**config.mk**
```make
export PLATFORM = sky130hd
export DESIGN_NAME = muller_c_driver
export DESIGN_NICKNAME = d
export VERILOG_FILES = /design/src/rtl/muller_c_driver.sv
export SDC_FILE = /design/constraint.sdc
export NUM_CORES = 1
export LEC_CHECK = 0
export CAP_MARGIN = 25
export CORE_MARGIN = 10
export CORE_UTILIZATION = 45
export CTS_BUF_LIST = sky130_fd_sc_hd__clkbuf_2
export DETAILED_ROUTE_END_ITERATION = 7
export PLACE_DENSITY_LB_ADDON = 0.12
export SYNTH_ARGS = -nofsm -noshare
export SYNTH_HDL_FRONTEND = slang
export SYNTH_SLANG_ARGS = --single-unit
```
**constraint.sdc**
```tcl
create_clock -name wb_clk_i -period 4.1 [get_ports wb_clk_i]
set_input_delay 0.615 -clock wb_clk_i [delete_from_list [all_inputs] [get_ports wb_clk_i]]
set_output_delay 0.615 -clock wb_clk_i [all_outputs]
set_load 0.05 [all_outputs]
```
**src/rtl/muller_c_driver.sv**
```systemverilog
// Clocked 4-phase stimulus/checker for a Muller C-element: drives a/b with a
// programmable skew, synchronizes the element output and measures follow latency.
//
// state   | meaning
// --------+--------------------------------------------------------------
// IDLE    | outputs low, waiting for start
// LEAD_HI | lead input high, lag low, for SKEW cycles; output must hold low
// WAIT_HI | both inputs high, waiting for c_sync=1 within TIMEOUT
// LEAD_LO | lead input low, lag high, for SKEW cycles; output must hold high
// WAIT_LO | both inputs low, waiting for c_sync=0 within TIMEOUT
// FIN     | inputs low, done pulse, result valid
module muller_c_driver #(
   parameter int SYNC_STAGES = 2,
   parameter int SKEW        = 3,
   parameter int TIMEOUT     = 16,
   parameter int ITER_W      = 8
) (
   input  logic              wb_clk_i,
   input  logic              wb_rst_i,
   input  logic              start,
   input  logic [ITER_W-1:0] iters,
   input  logic              b_first,
   input  logic              c_in,
   output logic              a_out,
   output logic              b_out,
   output logic              busy,
   output logic              done,
   output logic              pass,
   output logic              fail,
   output logic [1:0]        err_code,
   output logic [7:0]        max_lat
);

   typedef enum logic [2:0] {
      IDLE, LEAD_HI, WAIT_HI, LEAD_LO, WAIT_LO, FIN
   } state_t;

   state_t              state;
   logic [SYNC_STAGES-1:0] sync_q;
   logic                c_sync;
   logic                lead_b;
   logic [ITER_W-1:0]   iter_rem;
   logic [7:0]          skew_cnt;
   logic [7:0]          lat_cnt;
   logic [7:0]          lat_val;
   logic [7:0]          lat_next;

   always_ff @(posedge wb_clk_i or posedge wb_rst_i) begin
      if (wb_rst_i) sync_q <= '0;
      else          sync_q <= {sync_q[SYNC_STAGES-2:0], c_in};
   end

   assign c_sync = sync_q[SYNC_STAGES-1];

   // The counter is 1 during the first wait cycle, so the cycle in which the
   // synchronized output is first seen reports one less than the counter.
   assign lat_val  = lat_cnt - 8'd1;
   assign lat_next = (lat_cnt == 8'hFF) ? lat_cnt : lat_cnt + 8'd1;

   always_ff @(posedge wb_clk_i or posedge wb_rst_i) begin
      if (wb_rst_i) begin
         state    <= IDLE;
         a_out    <= 1'b0;
         b_out    <= 1'b0;
         busy     <= 1'b0;
         done     <= 1'b0;
         pass     <= 1'b0;
         fail     <= 1'b0;
         err_code <= 2'd0;
         max_lat  <= 8'd0;
         lead_b   <= 1'b0;
         iter_rem <= '0;
         skew_cnt <= 8'd0;
         lat_cnt  <= 8'd0;
      end else begin
         done <= 1'b0;
         case (state)
            IDLE: begin
               a_out <= 1'b0;
               b_out <= 1'b0;
               if (start) begin
                  busy    <= 1'b1;
                  pass    <= 1'b0;
                  max_lat <= 8'd0;
                  if (c_sync) begin
                     fail     <= 1'b1;
                     err_code <= 2'd3;
                     done     <= 1'b1;
                     state    <= FIN;
                  end else begin
                     fail     <= 1'b0;
                     err_code <= 2'd0;
                     lead_b   <= b_first;
                     iter_rem <= (iters == '0) ? ITER_W'(1) : iters;
                     a_out    <= ~b_first;
                     b_out    <= b_first;
                     skew_cnt <= 8'(SKEW - 1);
                     state    <= LEAD_HI;
                  end
               end
            end
            LEAD_HI: begin
               if (c_sync) begin
                  a_out    <= 1'b0;
                  b_out    <= 1'b0;
                  fail     <= 1'b1;
                  err_code <= 2'd1;
                  done     <= 1'b1;
                  state    <= FIN;
               end else if (skew_cnt == 8'd0) begin
                  a_out   <= 1'b1;
                  b_out   <= 1'b1;
                  lat_cnt <= 8'd1;
                  state   <= WAIT_HI;
               end else begin
                  skew_cnt <= skew_cnt - 8'd1;
               end
            end
            WAIT_HI: begin
               if (c_sync) begin
                  if (lat_val > max_lat) max_lat <= lat_val;
                  a_out    <= lead_b;
                  b_out    <= ~lead_b;
                  skew_cnt <= 8'(SKEW - 1);
                  state    <= LEAD_LO;
               end else if (lat_cnt == 8'(TIMEOUT)) begin
                  a_out    <= 1'b0;
                  b_out    <= 1'b0;
                  fail     <= 1'b1;
                  err_code <= 2'd2;
                  done     <= 1'b1;
                  state    <= FIN;
               end else begin
                  lat_cnt <= lat_next;
               end
            end
            LEAD_LO: begin
               if (!c_sync) begin
                  a_out    <= 1'b0;
                  b_out    <= 1'b0;
                  fail     <= 1'b1;
                  err_code <= 2'd1;
                  done     <= 1'b1;
                  state    <= FIN;
               end else if (skew_cnt == 8'd0) begin
                  a_out   <= 1'b0;
                  b_out   <= 1'b0;
                  lat_cnt <= 8'd1;
                  state   <= WAIT_LO;
               end else begin
                  skew_cnt <= skew_cnt - 8'd1;
               end
            end
            WAIT_LO: begin
               if (!c_sync) begin
                  if (lat_val > max_lat) max_lat <= lat_val;
                  if (iter_rem == ITER_W'(1)) begin
                     pass  <= 1'b1;
                     done  <= 1'b1;
                     state <= FIN;
                  end else begin
                     iter_rem <= iter_rem - ITER_W'(1);
                     a_out    <= ~lead_b;
                     b_out    <= lead_b;
                     skew_cnt <= 8'(SKEW - 1);
                     state    <= LEAD_HI;
                  end
               end else if (lat_cnt == 8'(TIMEOUT)) begin
                  fail     <= 1'b1;
                  err_code <= 2'd2;
                  done     <= 1'b1;
                  state    <= FIN;
               end else begin
                  lat_cnt <= lat_next;
               end
            end
            FIN: begin
               a_out <= 1'b0;
               b_out <= 1'b0;
               busy  <= 1'b0;
               state <= IDLE;
            end
            default: state <= IDLE;
         endcase
      end
   end

endmodule

```
Yosys cells after proc, flatten, opt, wreduce, memory -nomap -nowiden
Cells that the tools add are included.
{"block": "classes", "n_addsub": 4, "n_lt_le_gt_ge": 1, "eq_ne": 23, "n_mux": 85, "bitwise": 3, "reduce_logical": 19}
{"cell": "8-bit two-way mux", "n": 24}
{"cell": "8-bit case mux with 5 select lines", "n": 1}
{"cell": "1-bit two-way mux", "n": 32}
{"cell": "8-bit case mux with 4 select lines", "n": 1}
{"cell": "3-bit two-way mux", "n": 10}
{"cell": "2-bit != test (second input constant)", "n": 12}
{"cell": "8-bit case mux with 3 select lines", "n": 1}
{"cell": "8-bit by 1-bit subtractor with 8-bit output (second input constant)", "n": 3}
{"cell": "8-bit zero test", "n": 2}
{"cell": "8-bit case mux with 2 select lines", "n": 1}
{"cell": "3-bit case mux with 5 select lines", "n": 1}
{"cell": "2-bit two-way mux", "n": 7}
{"cell": "1-bit case mux with 6 select lines", "n": 2}
{"cell": "6-bit AND reduction", "n": 2}
{"cell": "1-bit case mux with 5 select lines", "n": 2}
{"cell": "2-bit case mux with 5 select lines", "n": 1}
{"cell": "5-bit AND reduction", "n": 2}
{"cell": "3-bit != test (second input constant)", "n": 3}
{"cell": "8-bit by 1-bit adder with 8-bit output (second input constant)", "n": 1}
{"cell": "8-bit by 1-bit equality test with 1-bit output (second input constant)", "n": 1}
{"cell": "8-bit by 5-bit equality test with 1-bit output (second input constant)", "n": 1}
{"cell": "8-bit equality test (second input constant)", "n": 1}
{"cell": "8-bit greater-than comparator", "n": 1}
{"cell": "4-bit AND reduction", "n": 2}
{"cell": "14 further kinds", "n": 21}
{"block": "word_totals", "register_bits": 46, "in_bits": 13, "out_inout_bits": 16, "word_cells": 149}

Logic depth before layout (Yosys ltp)
Gate-level depths: netlist of the first run.
{"block": "logic_depth", "ltp_word": 5, "ltp_mapped": 11, "ltp_nobuf": 11}

Least setup slack after synthesis of the first run
OpenSTA, ideal clock, no wires.
{"block": "synth_timing", "path_type": "flip-flop to flip-flop", "startpoint": "register lat_cnt[0]", "endpoint": "register max_lat[0]", "setup_time_ns": 0.125, "t_arrival_ns": 2.858, "required_time_ns": 3.975, "path_slack_ns": 1.117, "stages_incl_launch_ff": 10, "n_path_buf": 0, "synth_period_minus_slack_ns": 2.983, "path_cell_list": "dfrtp_1 -> inv_1 -> ha_1 -> or3b_1 -> or3_1 -> xnor2_1 -> ha_1 -> a211o_1 -> o311ai_4 -> mux2_4"}
{"block": "synth_via", "elab_chain_len": 5, "elab_cells_between_ends": 6, "cone_classes": "add/sub (1); order compare (1); mux (4)"}
{"element": "start, declared", "line": "44", "rtl": "logic [7:0] lat_cnt;"}
{"element": "start signal, assigned", "line": "134", "rtl": "lat_cnt <= lat_next;"}
{"element": "start signal, assigned", "line": "174", "rtl": "lat_cnt <= lat_next;"}
{"element": "8-bit by 1-bit subtractor with 8-bit output *", "line": "57", "rtl": "assign lat_val = lat_cnt - 8'd1;"}
{"element": "8-bit greater-than comparator", "line": "121, 156"}
{"element": "8-bit two-way mux *", "line": "121, 156"}
{"element": "8-bit two-way mux, on equally long branches", "line": "155, 120"}
{"element": "8-bit case mux with 3 select lines *", "line": "77", "rtl": "case (state)"}
{"element": "end signal, assigned", "line": "121", "rtl": "if (lat_val > max_lat) max_lat <= lat_val;"}
{"element": "end signal, assigned", "line": "156", "rtl": "if (lat_val > max_lat) max_lat <= lat_val;"}
{"element": "end, declared", "line": "31", "rtl": "output logic [7:0] max_lat"}
Mark *: on every way between the ends. The rest lies on a longest branch, timed or not. The select of a mux whose other input is x is not followed.
A chain may end at the register's enable or synchronous reset.

Worst setup path after layout of the first run
Same ends and word-level chain as after synthesis.

==> results of run 1 <==
-- state kept, by name, summed over array words and instances, names as in the netlist --
| signal | flops |
|---|---|
| iter_rem | 8 |
| lat_cnt | 8 |
| max_lat | 8 |
| skew_cnt | 8 |
| state | 3 |
| err_code | 2 |
| sync_q | 2 |
| a_out | 1 |
| b_out | 1 |
| busy | 1 |
| done | 1 |
| fail | 1 |
| lead_b | 1 |
| pass | 1 |
-- area by class of cell --
type | count | area (µm²) | share of cell area (%)
Timing Repair Buffer | 31 | 315 | 8.91
Tap cell | 96 | 120 | 3.40
Multi-Input combinational cell | 280 | 1840 | 52.0
Clock buffer | 5 | 25.0 | 0.707
Inverter | 22 | 82.6 | 2.33
Clock inverter | 1 | 3.75 | 0.106
Sequential cell | 46 | 1150 | 32.5
-- final timing paths --
check | end | slack (ns) | cells past startpoint
max reg2reg | max_lat[0] | 0.94 | 9
min in group asynchronous | max_lat[6] | 0.48 | 2
min | sync_q[1] | 0.38 | 0
max in group asynchronous | a_out | 3.12 | 3
min reg2reg | sync_q[1] | 0.38 | 0
max | max_lat[0] | 0.94 | 9
-- worst max-delay path, cell delays in order, from the launching register on --
cell      delay (ns)
dfrtp_1         0.49
inv_1           0.12
ha_1            0.20
or3b_1          0.38
or3_1           0.33
xnor2_1         0.15
ha_1            0.19
a211o_1         0.32
o311ai_4        0.55
mux2_4          0.35
-- Yosys cell counts, types with 3 or more instances --
cell and instances:
a21o_1 9, a21oi_1 29, a31oi_1 7, a32oi_1 3, and2_1 3, buf_1 4, buf_2 6, clkbuf_1 9
dfrtp_1 46, ha_1 14, inv_1 22, mux2_2 3, mux2i_1 9, nand2_1 30, nand2b_1 4, nand3_1 15
nand4_1 3, nor2_1 32, nor2b_1 5, nor3_1 8, nor3b_1 5, nor4_1 3, o211ai_1 5, o21ai_0 24
o22ai_1 4, o31ai_1 9, or3_1 6, xnor2_1 3, xor2_1 4
-- where the power goes --
group          internal, µW  total, µW  switching, µW
combinational           630       1620            993
clock                  33.9        172            138
sequential              620        835            216
-- metrics by stage --
stage               instances  instance area (µm²)
CTS                       480                 3520
detailed placement        474                 3490
floorplan                 369                 3170
global placement          474                 3490
finish                    481                 3540
global route              481                 3540
-- cells by family after synthesis --
kind of cell,count (synthesis),share of synthesized area (%)
muxes,13,4.38
AOI/OAI and AO/OA,116,24.3
adders and majority gates,14,5.52
DFF,46,36.3
and+or+nand+nor,130,21.8
xor gates and xnor gates,7,1.93
buffers and inverters,43,5.68
-- layer usage --
| layer | vias to the layer above | global-route usage, % | wire length (µm) |
|---|---|---|---|
| li1 | 1381 | - | - |
| met1 | 1284 | 18.2 | 3540 |
| met2 | 46 | 21.4 | 3480 |
| met3 | 12 | 3.35 | 305 |
| met4 | 0 | 4.47 | 147 |
| met5 | - | 0 | 0 |
==> out/results.tsv, run 1 <==
metric	value	unit
antenna_cells	0	
p_per_area	743	nW/µm²
dieWidth	104	µm
port_buffers	28	
worstSetupPathType	flip-flop to flip-flop	
clock_path_buffers	2	
rr_startpoint	lat_cnt[0]	
finClkSkew	0.0155	ns
coreArea	6830	µm²
slew_viol_final	0	
num_vias	2723	
ys_ff_latch	46	
leakage	0.00152	µW
tightestPinTransition	0.895	ns
fmax	317	MHz
min_period	3.16	ns
layout_commonest_cell	dfrtp_1	
crit_required	4.43	ns
syn_inst	369	
path_clk_slew	0.21	ns
synth.area.top_cells	dfrtp_1 36%, ha_1 5.5%, a21oi_1 4.6%	
drcViolationCount	0	
netlist_area	3170	µm²
antenna_found_initial	0	
finalHoldViolCount	0	
synth_edf_count	0	
initial_core_util	46.4	%
holdWs	0.379	ns
worst_skew_pair.late_latency	0.41	ns
postCtsSetupRepairBufs	0	
fin_crit_sh	77.0	%
antenna_left	0	
dr.pass1.iters	4	
syn2layout_area_growth	11.6	%
first_iter_violations	114	
vias_per_cell	5.66	
cts-root-buf	clkbuf_2	
worstHoldStart	sync_q[0]	
gp_congestion	0.851	
yosysTopAreaCell	dfrtp_1	
cts_made_buffers	5	
status	finished clean	
hold_buffers	0	
synthArstFlopShare	100	%
seq_area_frac_synth	36.3	%
worst_slack	0.942	ns
cp-start-kind	flip-flop	
hold_class	flip-flop to flip-flop	
fin_tns_setup	0	ns
final_util	51.8	%
synth_nets	396	
wirelength	7.48	mm
setup_viol	0	
layout-drive-gt1-share	6.23	%
dieArea	10800	µm²
fin_nets	413	
dp_slack	0.950	ns
mostFrequentLayoutCells	46 x dfrtp_1, 32 x nor2_1, 30 x nand2_1	
grt_pass1_wl	13.0	mm
yosysUniqueCellTypes	66	
h-tree-depth	2	
routedWlPerCell	15.5	µm
die_height	104	µm
nFillCells	698	
clock-sinks	46	
cp.arrival	3.48	ns
cp_max_fo	8	
cts-resized-gates	0	
synth.top_cell.area_share	36.3	%
startpoint	lat_cnt[0]	
grt_usage	13.8	%
drv_cap	0	
rsz0062_at_grt	no	
end_kind	flip-flop	
synth_ff_type	dfrtp_1	
grt_overflow	0	
hpwlAfterDp	5.43	mm
finalPower	2630	µW
max-vdd-ir-drop	369	µV
slew_headroom	40.4	%
cts_tree	done	
io-pin-count	29	
ys_warn_count	0	
grt_max_degree	47	
rows	30	
grt_pass1_vias	2646	
syn_area_per_cell	8.59	µm²
No activity file was read; power rests on OpenSTA's default activity.
==> run 2, diff against run 1 <==
==> constraint.sdc (replaced) <==
create_clock -name wb_clk_i -period 3.3 [get_ports wb_clk_i]
set_input_delay 0.495 -clock wb_clk_i [delete_from_list [all_inputs] [get_ports wb_clk_i]]
set_output_delay 0.495 -clock wb_clk_i [all_outputs]
set_load 0.05 [all_outputs]
==> run 2 against run 1 <==
  * Setup slack got worse by 0.80 ns
  * Power up 27%
  * Sequential cell count stayed put
  * First-iteration DRC count shrank 3.5%
  * Clock skew fell by 0.0022 ns
  * Largest cell class unchanged
  * Cell count up 1.9%
==> out/results.tsv, run 2 (same netlist as run 1, synthesis figures left out) <==
metric	value	unit	change
status	finished clean		
cts_made_buffers	5		unchanged
io-pin-count	29		unchanged
timing.critical_path.mode_cell	ha_1		
cp_max_fo	7		-1
path_buf_inv	2		+1
drv_cap	0		unchanged
num_vias	2749		+0.95%
grt_overflow	0		unchanged
die_height	104	µm	unchanged
layout_commonest_cell	dfrtp_1		
slowest_delay	0.50	ns	-0.05 ns
layout-drive-gt1-share	8.63	%	+2.4 points
seqPwrFrac	30.7	%	-1.1 points
worst_skew_pair.late_latency	0.42	ns	about the same
finClkSkew	0.0133	ns	-0.00218 ns
worstSetupPathDepth	12		+3
dp_slack	0.0967	ns	-0.853 ns
r2r_slack	0.15	ns	-0.80 ns
end_kind	flip-flop		
cts_tree	done		
cp.arrival	3.53	ns	+0.05 ns
syn2layout_area_growth	13.6	%	
hpwlAfterDp	5.53	mm	+1.9%
cp-endpoint	max_lat[7]		
drcViolationCount	0		unchanged
hold_buffers	0		unchanged
dieArea	10800	µm²	unchanged
grt_pass1_vias	2593		-2.0%
cts-root-buf	clkbuf_2		
antenna_cells	0		unchanged
fin_crit_sh	95.6	%	+19 points
mostFrequentLayoutCells	45 x dfrtp_1, 32 x nor2_1, 30 x nand2_1		
grt_usage	13.7	%	-0.053 points
tightestPinTransition	0.821	ns	-0.0736 ns
h-tree-depth	2		unchanged
cpLargestDelayFamily	simple AND/OR/NAND/NOR gates		
ff2ff_path_depth	12		+3
crit_chain	inv_1 -> ha_1 -> or3b_1 -> or3_1 -> xnor2_1 -> ha_1 -> nand4_1 -> o22ai_1 -> o21ai_0 -> o311ai_4 -> buf_4 -> mux2i_1		
holdWs	0.223	ns	-0.155 ns
p_int	1660	µW	+29%
fin_nets	420		+1.7%
crit_required	3.67	ns	-0.76 ns
max-vdd-ir-drop	406	µV	+9.9%
dr.pass1.iters	4		unchanged
p_per_area	930	nW/µm²	+25%
antenna_left	0		unchanged
cp-start-kind	flip-flop		
slew_headroom	45.1	%	+4.7 points
layoutNonFillerInstCount	490		+1.9%
gp_congestion	0.890		+4.6%
dieWidth	104	µm	unchanged
setup_viol	0		unchanged
power_frac_clock	7.0	%	+0.5 points
finalHoldViolCount	0		unchanged
first_iter_violations	110		-3.5%
antenna_found_initial	0		unchanged
worstSetupPathType	flip-flop to flip-flop		
rr_startpoint	lat_cnt[0]		
worst_slack	0.147	ns	-0.795 ns
grt_max_degree	47		unchanged
dp.cells	478		+0.84%
r2r-end	max_lat[7]		
leakage	0.00156	µW	+2.6%
clock_path_buffers	2		unchanged
coreArea	6830	µm²	unchanged
rows	30		unchanged
startpoint	lat_cnt[0]		
routedWlPerCell	15.5	µm	-0.21%
initial_core_util	46.4	%	unchanged
grt_pass1_wl	12.8	mm	-0.80%
path_clk_slew	0.23	ns	+0.02 ns
total_switching_power	1690	µW	+26%
clock-sinks	46		unchanged
hold_class	primary input to asynchronous set/reset pin		
vias_per_cell	5.61		-0.90%
wirelength	7.60	mm	+1.7%
comb_power_share	62.3	%	+0.6 points
fmax	317	MHz	+0.15%
port_buffers	28		unchanged
swShare	50.5	%	-0.64 points
slew_viol_final	0		unchanged
min_period	3.15	ns	-0.00462 ns
slowest_stage	dfrtp_2		
==> run 2: changes by cell type in the layout (fill, tap and decap cells not counted), sizes merged <==
cell	change
clkinv	+1
clkbuf	+1
buf	+7
==> run 2: how the worst min path moves through the flow <==
stage | to | start
5_1_grt | max_lat[1] | wb_rst_i
4_1_cts | sync_q[1] | sync_q[0]
3_3_place_gp | sync_q[1] | sync_q[0]
6_report | max_lat[4] | wb_rst_i
2_1_floorplan | sync_q[1] | sync_q[0]
3_5_place_dp | sync_q[1] | sync_q[0]
==> run 2: power by group through the flow <==
stage	clock, µW	sequential [µW]	combinational, µW
finish	235	1030	2090
global route	277	1070	2310
CTS	252	1020	2060
detailed placement	0	1040	2050
global placement	0	1030	2020
floorplan	0	1180	1390
==> run 2: metrics by stage <==
stage	area [µm²]	util [%]	total power [µW]	TNS, ns
final	3600	52.7	3350	0
after global routing	3600	52.7	3660	-0.0115
after CTS	3560	52.1	3330	0
after detailed placement	3520	51.5	3090	0
after global placement	3520	51.5	3050	0
after floorplan	3170	-	2570	0
==> run 2: cell type report <==
cell class              instances  area (µm²)
clock buffers                   6        30.0
inverters                      22        82.6
well taps                      96         120
flip-flops and latches         46        1150
fillers                       681        3230
multi-input cells             280        1840
repair buffers                 38         368
clock inverters                 2        8.76
==> run 2: repair_timing <==
action / CTS / global route
setup buffers: 0 / 3
endpoints found under the setup margin: 0 / 4
gates resized for setup: 0 / 1
==> run 2: routing by layer <==
layer  track usage, %  share of wire, %  vias to the layer above
li1                 -                 -                     1392
met1             18.0                48                     1306
met2             22.2                47                       42
met3             3.16               3.7                        9
met4             3.38               1.2                        0
met5                0                 0                        -
==> run 3, diff against run 2 <==
--- a/config.mk
+++ b/config.mk
@@ -7,7 +7,7 @@
 export LEC_CHECK = 0
 export CAP_MARGIN = 25
 export CORE_MARGIN = 10
-export CORE_UTILIZATION = 45
+export CORE_UTILIZATION = 50
 export CTS_BUF_LIST = sky130_fd_sc_hd__clkbuf_2
 export DETAILED_ROUTE_END_ITERATION = 7
 export PLACE_DENSITY_LB_ADDON = 0.12
==> run 3 against run 2 <==
  * Non-clock buffer count up 3
  * Setup slack improved by 0.018 ns
  * Power grew 0.73%
  * Combinational power about the same
  * Wire length fell by 2.1%
  * Sequential share of layout area barely moved
  * Worst hold slack got worse by 0.015 ns
  * Critical path type unchanged
  * Critical endpoint is now max_lat[5]
==> out/results.tsv, run 3 (same netlist as run 1, synthesis figures left out) <==
metric	value	unit	change
status	finished clean		
fin_nets	423		+0.71%
end_kind	flip-flop		
leakage	0.00157	µW	+0.73%
min_period	3.14	ns	-0.0175 ns
worstSetupPathType	flip-flop to flip-flop		
grt_pass1_wl	12.6	mm	-2.2%
place_area	3500	µm²	-0.53%
drcViolationCount	0		unchanged
coreArea	6030	µm²	-12%
nFillCells	549		-19%
io-pin-count	29		unchanged
dr.pass1.iters	4		unchanged
clock-sinks	46		unchanged
cp_max_fo	5		-2
cts_tree	done		
antenna_cells	0		unchanged
grt_usage	14.8	%	+1.0 points
num_vias	2811		+2.3%
cts-root-buf	clkbuf_2		
initial_core_util	52.6	%	+6.2 points
finClkSkew	0.0414	ns	+0.0281 ns
mostFrequentLayoutCells	45 x dfrtp_1, 32 x nor2_1, 30 x nand2_1		
vias_per_cell	5.96		+6.2%
setup_viol	0		unchanged
dieArea	9930	µm²	-8.1%
layout_commonest_cell	dfrtp_1		
finalHoldViolCount	0		unchanged
rr_startpoint	lat_cnt[0]		
grt_overflow	0		unchanged
path_clk_slew	0.28	ns	+0.05 ns
gp_congestion	0.851		-4.4%
dieWidth	99.6	µm	-4.1%
finish.instance_area	3600	µm²	about the same
r2r_slack	0.16	ns	+0.02 ns
h-tree-depth	2		unchanged
rows	28		-6.7%
rsz0062_at_grt	no		
hold_buffers	0		unchanged
slew_viol_final	0		unchanged
antenna_left	0		unchanged
cts_made_buffers	5		unchanged
tightestPinTransition	0.779	ns	-0.0416 ns
final_util	59.7	%	+7.0 points
hold_class	primary input to asynchronous set/reset pin		
syn2layout_area_growth	13.5	%	about the same
p_per_area	937	nW/µm²	+0.76%
grt_max_degree	47		unchanged
slew_headroom	47.8	%	+2.8 points
fin_crit_sh	95.0	%	-0.53 points
slowest_delay	0.49	ns	about the same
finalPower	3370	µW	+0.73%
drv_cap	0		unchanged
cp.arrival	3.56	ns	+0.03 ns
die_height	99.6	µm	-4.1%
hpwlAfterDp	5.46	mm	-1.3%
cp-start-kind	flip-flop		
timing.critical_path.mode_cell	ha_1		
slowest_stage	dfrtp_2		
layout-drive-gt1-share	9.32	%	+0.69 points
grt_pass1_vias	2603		+0.39%
worst_skew_pair.late_latency	0.46	ns	+0.04 ns
crit_required	3.72	ns	+0.05 ns
first_iter_violations	173		+57%
clock_path_buffers	2		unchanged
routedWlPerCell	15.8	µm	+1.6%
wirelength	7.44	mm	-2.1%
fin_tns_setup	0	ns	unchanged
port_buffers	28		unchanged
antenna_found_initial	0		unchanged
fmax	319	MHz	+0.56%
crit_chain	inv_1 -> ha_1 -> or3b_1 -> or3_1 -> xnor2_1 -> ha_1 -> nand4_1 -> o22ai_1 -> o21ai_0 -> o311ai_4 -> buf_4 -> mux2i_1		
max-vdd-ir-drop	482	µV	+19%
startpoint	lat_cnt[0]		
## run 3: cell types whose count changed in the layout (fill, tap and decap cells not counted)
| cell | previous run | this run |
|---|---|---|
| buf_4 | 9 | 12 |
| clkbuf_2 | 6 | 5 |
| clkinvlp_4 | 0 | 1 |
## run 3: timing repair
action / 4_1_cts / 5_1_grt
resized for setup: 0 / 1
setup buffers: 0 / 5
setup endpoints to repair: 0 / 8
## run 3: per-layer routing
metal  up-vias  track usage [%]  wire length (µm)
li1       1415                -                 -
met1      1328             19.7              3420
met2        59             23.3              3530
met3         9             3.67               394
met4         0             3.53                90
met5         -                0                 0
## run 3: power by group
group          total [µW]  internal, µW  switching (µW)
Clock                 248          48.2             200
Combinational        2120           848            1270
Sequential           1010           772             235
Total                3370          1670            1700
## run 3: final timing paths
kind,endpoint,depth (start not counted)
worst max-delay path,max_lat[5],12
worst min-delay path,max_lat[7],2
worst max register to register,max_lat[5],12
worst min register to register,sync_q[1],0
max in group asynchronous,skew_cnt[7],3
min in group wb_clk_i,sync_q[1],0
## run 3: per-stage QoR
| stage | cells | worst slack, ns | hold WS (ns) |
|---|---|---|---|
| after floorplan | 369 | 0.317 | 0.331 |
| after global placement | 458 | 0.171 | 0.335 |
| after detailed placement | 458 | 0.0607 | 0.354 |
| after CTS | 466 | 0.0237 | 0.389 |
| after global routing | 472 | 0.0201 | 0.183 |
| final | 472 | 0.164 | 0.209 |
## run 3: final cells by class
type	instances	area (µm²)	area share (%)
Clock inverter	3	16.3	0.452
Tap cell	75	93.8	2.61
Sequential cell	46	1150	32.0
Timing Repair Buffer	41	390	10.8
Clock buffer	5	25.0	0.695
Inverter	22	82.6	2.29
Multi-Input combinational cell	280	1840	51.1
## run 3: critical path, delay by kind of cell, from the launching register on
kind / cells / cell delay [ns]
flip-flops: 1 / 0.49
XOR/XNOR: 1 / 0.16
adder cells (fa/ha/maj): 2 / 0.53
multiplexers: 1 / 0.18
AO/OA/AOI/OAI: 3 / 0.51
buffers and inverters: 2 / 0.32
AND/OR/NAND/NOR: 3 / 0.89
